`config.mk`:
```
export PLATFORM = sky130hd
export DESIGN_NAME = prog_loader
export DESIGN_NICKNAME = d
export VERILOG_FILES = /design/src/rtl/mips_pkg.sv /design/src/rtl/ld_timer.sv /design/src/rtl/prog_loader.sv
export SDC_FILE = /design/constraint.sdc
export NUM_CORES = 1
export LEC_CHECK = 0
export BUFFER_PORTS_ARGS = -buffer_cell sky130_fd_sc_hd__buf_4
export CAP_MARGIN = 20
export CORE_AREA = 8 8 197 105
export CTS_BUF_LIST = sky130_fd_sc_hd__clkbuf_8 sky130_fd_sc_hd__clkbuf_16
export DETAILED_ROUTE_END_ITERATION = 12
export DIE_AREA = 0 0 205 113
export HOLD_SLACK_MARGIN = 0.1
export MAX_ROUTING_LAYER = met4
export PLACE_DENSITY_LB_ADDON = 0.25
export SETUP_SLACK_MARGIN = 0.4
export SYNTH_ARGS = -nofsm -noshare
export SYNTH_HDL_FRONTEND = slang
export SYNTH_SLANG_ARGS = --single-unit
```
`constraint.sdc`:
```
create_clock -name CLK -period 5.9 [get_ports CLK]
set_input_delay 0.295 -clock CLK [delete_from_list [all_inputs] [get_ports CLK]]
set_output_delay 0.295 -clock CLK [all_outputs]
set_load 0.01 [all_outputs]
```
`src/rtl/mips_pkg.sv`:
```
// Shared definitions for the SingleCycleMIPS program loader: FSM states and framing constants.
package mips_pkg;

    typedef enum logic [2:0] {
        ST_IDLE,
        ST_CNT_LO,
        ST_CNT_HI,
        ST_BYTES,
        ST_WRITE,
        ST_DONE,
        ST_ERR
    } ld_state_t;

    localparam logic [7:0] SYNC_BYTE = 8'hA5;

    // Words arrive least-significant byte first; byte index 3 completes a word.
    localparam int         BYTES_PER_WORD = 4;
    localparam logic [1:0] LAST_BYTE_IDX  = 2'(BYTES_PER_WORD - 1);

    function automatic logic is_timed(input ld_state_t s);
        return (s == ST_CNT_LO) || (s == ST_CNT_HI) || (s == ST_BYTES);
    endfunction

endpackage

```
`src/rtl/ld_timer.sv`:
```
// Saturating idle-cycle counter; hit flags the cycle that would complete TIMEOUT idle cycles.
module ld_timer #(
    parameter int TIMEOUT = 1000,
    localparam int W = $clog2(TIMEOUT + 1)
) (
    input  logic CLK,
    input  logic RST,
    input  logic clear,
    input  logic enable,
    output logic hit
);

    localparam logic [W-1:0] LIMIT  = W'(TIMEOUT);
    localparam logic [W-1:0] HIT_AT = W'(TIMEOUT - 1);

    logic [W-1:0] count;

    always_ff @(posedge CLK or negedge RST) begin
        if (!RST) begin
            count <= '0;
        end else if (clear) begin
            count <= '0;
        end else if (enable && (count != LIMIT)) begin
            count <= count + 1'b1;
        end
    end

    // A byte accepted in the same cycle clears the timer and takes priority in the FSM.
    assign hit = enable && (count >= HIT_AT);

endmodule

```
`src/rtl/prog_loader.sv`:
```
// Byte-stream program loader: parses A5 / count / LSB-first words and writes them into
// instruction memory, holding the core in reset until the whole image is in place.
module prog_loader
    import mips_pkg::*;
#(
    parameter int ADDR_W  = 6,
    parameter int TIMEOUT = 1000
) (
    input  logic              CLK,
    input  logic              RST,
    input  logic [7:0]        rx_data,
    input  logic              rx_valid,
    output logic              rx_ready,
    output logic              WE,
    output logic [31:0]       W_Ins,
    output logic [ADDR_W-1:0] W_Addr,
    output logic              core_hold,
    output logic              done,
    output logic              err
);

    localparam logic [16:0] CAPACITY = 17'(1) << ADDR_W;

    ld_state_t     state;
    logic [7:0]    count_lo;
    logic [1:0]    byte_idx;
    logic [23:0]   word_buf;
    logic [ADDR_W:0] remaining;
    logic          accept;
    logic          timed;
    logic          timeout_hit;
    logic [15:0]   n_word;

    assign accept = rx_valid && rx_ready;
    assign timed  = is_timed(state);
    assign n_word = {rx_data, count_lo};

    ld_timer #(.TIMEOUT(TIMEOUT)) u_timer (
        .CLK    (CLK),
        .RST    (RST),
        .clear  (accept || !timed),
        .enable (timed),
        .hit    (timeout_hit)
    );

    always_ff @(posedge CLK or negedge RST) begin
        if (!RST) begin
            state     <= ST_IDLE;
            rx_ready  <= 1'b1;
            WE        <= 1'b0;
            W_Ins     <= '0;
            W_Addr    <= '0;
            core_hold <= 1'b1;
            done      <= 1'b0;
            err       <= 1'b0;
            count_lo  <= '0;
            byte_idx  <= '0;
            word_buf  <= '0;
            remaining <= '0;
        end else begin
            case (state)
                ST_IDLE: begin
                    if (accept && (rx_data == SYNC_BYTE)) begin
                        state <= ST_CNT_LO;
                    end
                end

                ST_CNT_LO: begin
                    if (accept) begin
                        count_lo <= rx_data;
                        state    <= ST_CNT_HI;
                    end else if (timeout_hit) begin
                        err   <= 1'b1;
                        state <= ST_ERR;
                    end
                end

                ST_CNT_HI: begin
                    if (accept) begin
                        if (n_word == 16'd0) begin
                            done      <= 1'b1;
                            core_hold <= 1'b0;
                            state     <= ST_DONE;
                        end else if ({1'b0, n_word} > CAPACITY) begin
                            err   <= 1'b1;
                            state <= ST_ERR;
                        end else begin
                            W_Addr    <= '0;
                            remaining <= n_word[ADDR_W:0];
                            byte_idx  <= '0;
                            state     <= ST_BYTES;
                        end
                    end else if (timeout_hit) begin
                        err   <= 1'b1;
                        state <= ST_ERR;
                    end
                end

                // Bytes shift in from the top so after three of them word_buf holds {b2,b1,b0}.
                ST_BYTES: begin
                    if (accept) begin
                        if (byte_idx == LAST_BYTE_IDX) begin
                            W_Ins    <= {rx_data, word_buf};
                            WE       <= 1'b1;
                            rx_ready <= 1'b0;
                            byte_idx <= '0;
                            state    <= ST_WRITE;
                        end else begin
                            word_buf <= {rx_data, word_buf[23:8]};
                            byte_idx <= byte_idx + 1'b1;
                        end
                    end else if (timeout_hit) begin
                        err   <= 1'b1;
                        state <= ST_ERR;
                    end
                end

                ST_WRITE: begin
                    WE        <= 1'b0;
                    rx_ready  <= 1'b1;
                    W_Addr    <= W_Addr + 1'b1;
                    remaining <= remaining - 1'b1;
                    if (remaining == (ADDR_W + 1)'(1)) begin
                        done      <= 1'b1;
                        core_hold <= 1'b0;
                        state     <= ST_DONE;
                    end else begin
                        state <= ST_BYTES;
                    end
                end

                ST_DONE, ST_ERR: begin
                    if (accept && (rx_data == SYNC_BYTE)) begin
                        done      <= 1'b0;
                        err       <= 1'b0;
                        core_hold <= 1'b1;
                        state     <= ST_CNT_LO;
                    end
                end

                default: begin
                    state <= ST_IDLE;
                end
            endcase
        end
    end

endmodule

```
==> reports/qor.txt <==
Status: completed
Worst Hold Depth: 3
Post-DP HPWL: 7640 um
CTS H-tree depth: 3
Synth unique cells: 59
Top-level I/O count: 54
Final Cycle Share: 38.7%
Worst hold endpoint: word_buf[21]
Worst setup EP type: register
Gate Count Post-Synth: 402
Leak: 2.58 nW
Nets: 472
CTS resizes: 0
Seq/Total Area, Yosys: 55.5%
WP data arrival: 2.53 ns
Crit path cell chain: nand2b_1, or3_1, a21oi_1, a211oi_1
TritonCTS Sinks: 97
Setup WS post-layout: 3.62 ns
Unrepaired setup endpoints after global routing: false
Largest net degree at the start of global routing: 69
Top-count cell post-synth: nand2_1
Die area: 23200 sq um
Final Hold Viols: 0
Worst-path clk slew: 0.07 ns
Synthesized cell area: 4380 sq um
DRC: 0
Global-route wire length before repair: 17400 um
Post-route cell area: 5350 sq um
Clock Power Share: 46.9%
Syn avg cell area: 10.9 sq um
Critical path class: register to register
Clk_skew: 0.00647 ns
Min-delay src: rx_data[5]
Slew Viols, Final: 0
Yosys top cell area share: 54.3%
Worst-path fanout max: 26
Main synth FF type: dfrtp_1
DR vias/cell: 4.45
GR Overflow Total: 0
Vias in the first global route: 3136
Root buffer cell: clkbuf_16
Reg2Reg Depth: 4
Area grow syn2layout: 22.2%
RR Startpoint: state[2]
Synth Net Count: 419
NetSw: 282 uW
Antenna violations before repair: 0
Filler cell count: 1879
Sequential share of power: 51.2%
Die Wd: 205 um
Core area: 18000 sq um
Critical-path top delay cell: or3_1
Total wire length: 10600 um
Clk_lat worst skew: 0.34 ns
Pre-CTS setup slack: 3.61 ns
Num CTS Buffers: 9
Starting density of the core: 24.4%
Min-delay worst type: input pin to register
Rel. slew slack: 33.4%
EDFF count, synth: 0
Internal power: 1.02 mW
Placed Area: 5030 sq um
Crit start category: register
Final Critical Period: 2.28 ns
Drt pass-1 iters: 4
Overall routing resource usage: 9.72%
Final GP Congestion: 0.817
Setup TNS: 0 ns
Ranking of synthesized cells by area: dfrtp_1 54%, mux2_2 11%, nand2_1 8.3%
Max stage delay on crit path: 0.83 ns
Switch share: 21.7%
Antenna viol nets, final: 0
FF-to-FF End: state[2]
CTS tree: done
VDD IR max: 0.170 mV
DR vias: 3116
CP required: 6.15 ns
Antenna diodes: 0
Chip height: 113 um
PortBufs: 53
Max-cap violation count: 0
FF-to-FF setup slack: 3.62 ns
FFs w/ async S/R, synth: 100%
Clock tree buffer depth: 2
Number of synthesized register bits: 97
Setup-failing EPs final: 0
PD cells: 243 nW/um^2
Synth cell count leaders: 97 x nand2_1, 95 x dfrtp_1, 42 x mux2_2
Synth warn: 0
Share of layout cells above drive strength 1: 28.7%
Row cnt: 35
Drt initial violations: 208
DR WL/cell: 15.1 um
Max frequency: 438 MHz
Worst-Margin Slew: 0.999 ns
Comb pwr share: 2.0%
Largest area contributor in the netlist: dfrtp_1
power by group through the flow:
stage | Clock (mW) | Sequential [mW] | Combinational [mW]
2_1_floorplan | 0 | 0.678 | 0.00130
3_3_place_gp | 0 | 0.677 | 0.0260
3_5_place_dp | 0 | 0.677 | 0.0266
4_1_cts | 0.631 | 0.664 | 0.0271
5_1_grt | 0.663 | 0.664 | 0.0294
6_report | 0.609 | 0.665 | 0.0255
layout by cell type (no fill, tap or decap), types with 5 or more instances in the layout:
master     count
a21oi_1       10
buf_4         57
clkbuf_16      9
dfrtp_1       95
ha_1           6
inv_1          5
mux2_2        42
nand2_1       97
nand3_1       12
nand4_1        5
nor2_1        24
o21ai_0       14
xor2_1         8
state kept, by name, summed over array words and instances (netlist names), 2 cells and up:
signal and count:
W_Addr 6, W_Ins 32, byte_idx 2, count_lo 8, remaining 7, state 3, u_timer.count 10, word_buf 24
repair_timing:
| item | CTS | global route |
|---|---|---|
| hold buffers | 1 | 0 |
| buffers inserted | 0 | 0 |
| setup endpoints to repair | 0 | 0 |
| hold endpoints to repair | 27 | 0 |
worst max-delay path, delay by kind of cell (launching register included):
family | cells | cell delay, ns
simple gates | 2 | 1.22
flops | 1 | 0.61
compound gates | 2 | 0.35
cells by family after synthesis:
kind of cell	synth area share, %
AND/OR/NAND/NOR	19.3
buffers and inverters	2.31
AO/OA/AOI/OAI	7.63
flip-flops	55.5
multiplexers	11.4
XOR/XNOR	2.20
adder cells (fa/ha/maj)	1.71
worst max-delay path by stage:
stage                      from           end
floorplan           count_lo[0]  remaining[3]
global route           state[2]      state[2]
CTS                    state[2]      state[2]
global placement       state[2]      state[2]
detailed placement     state[2]      state[2]
finish                 state[2]      state[2]
final cells by class:
| cell class | count | area (sq um) | share of cell area (%) |
|---|---|---|---|
| clock buffer | 10 | 239 | 4.47 |
| multi-input combinational | 284 | 1850 | 34.6 |
| sequential | 97 | 2430 | 45.4 |
| timing repair buffer | 58 | 438 | 8.19 |
| clock inverter | 6 | 71.3 | 1.33 |
| tap | 240 | 300 | 5.61 |
| inverter | 5 | 18.8 | 0.351 |
routing by layer:
layer  track usage (%)  vias up  share of wire (%)  routed length, um
met5                 -        -                  0                  0
met4              1.80        0               0.46                 49
met3              3.45        4                4.9                513
met2              12.4       59                 40               4210
met1              14.4     1549                 55               5790
li1                  -     1504                  -                  -
metrics by stage:
step / hold slack [ns] / util, % / cells / total power [mW]
after floorplan: -0.000591 / - / 402 / 0.679
after global placement: 0.267 / 28.0 / 683 / 0.703
after detailed placement: 0.266 / 28.0 / 683 / 0.704
after CTS: 0.171 / 29.8 / 700 / 1.32
after global routing: 0.177 / 29.8 / 700 / 1.36
final: 0.184 / 29.8 / 700 / 1.30
No activity file was read; power rests on OpenSTA's default activity.
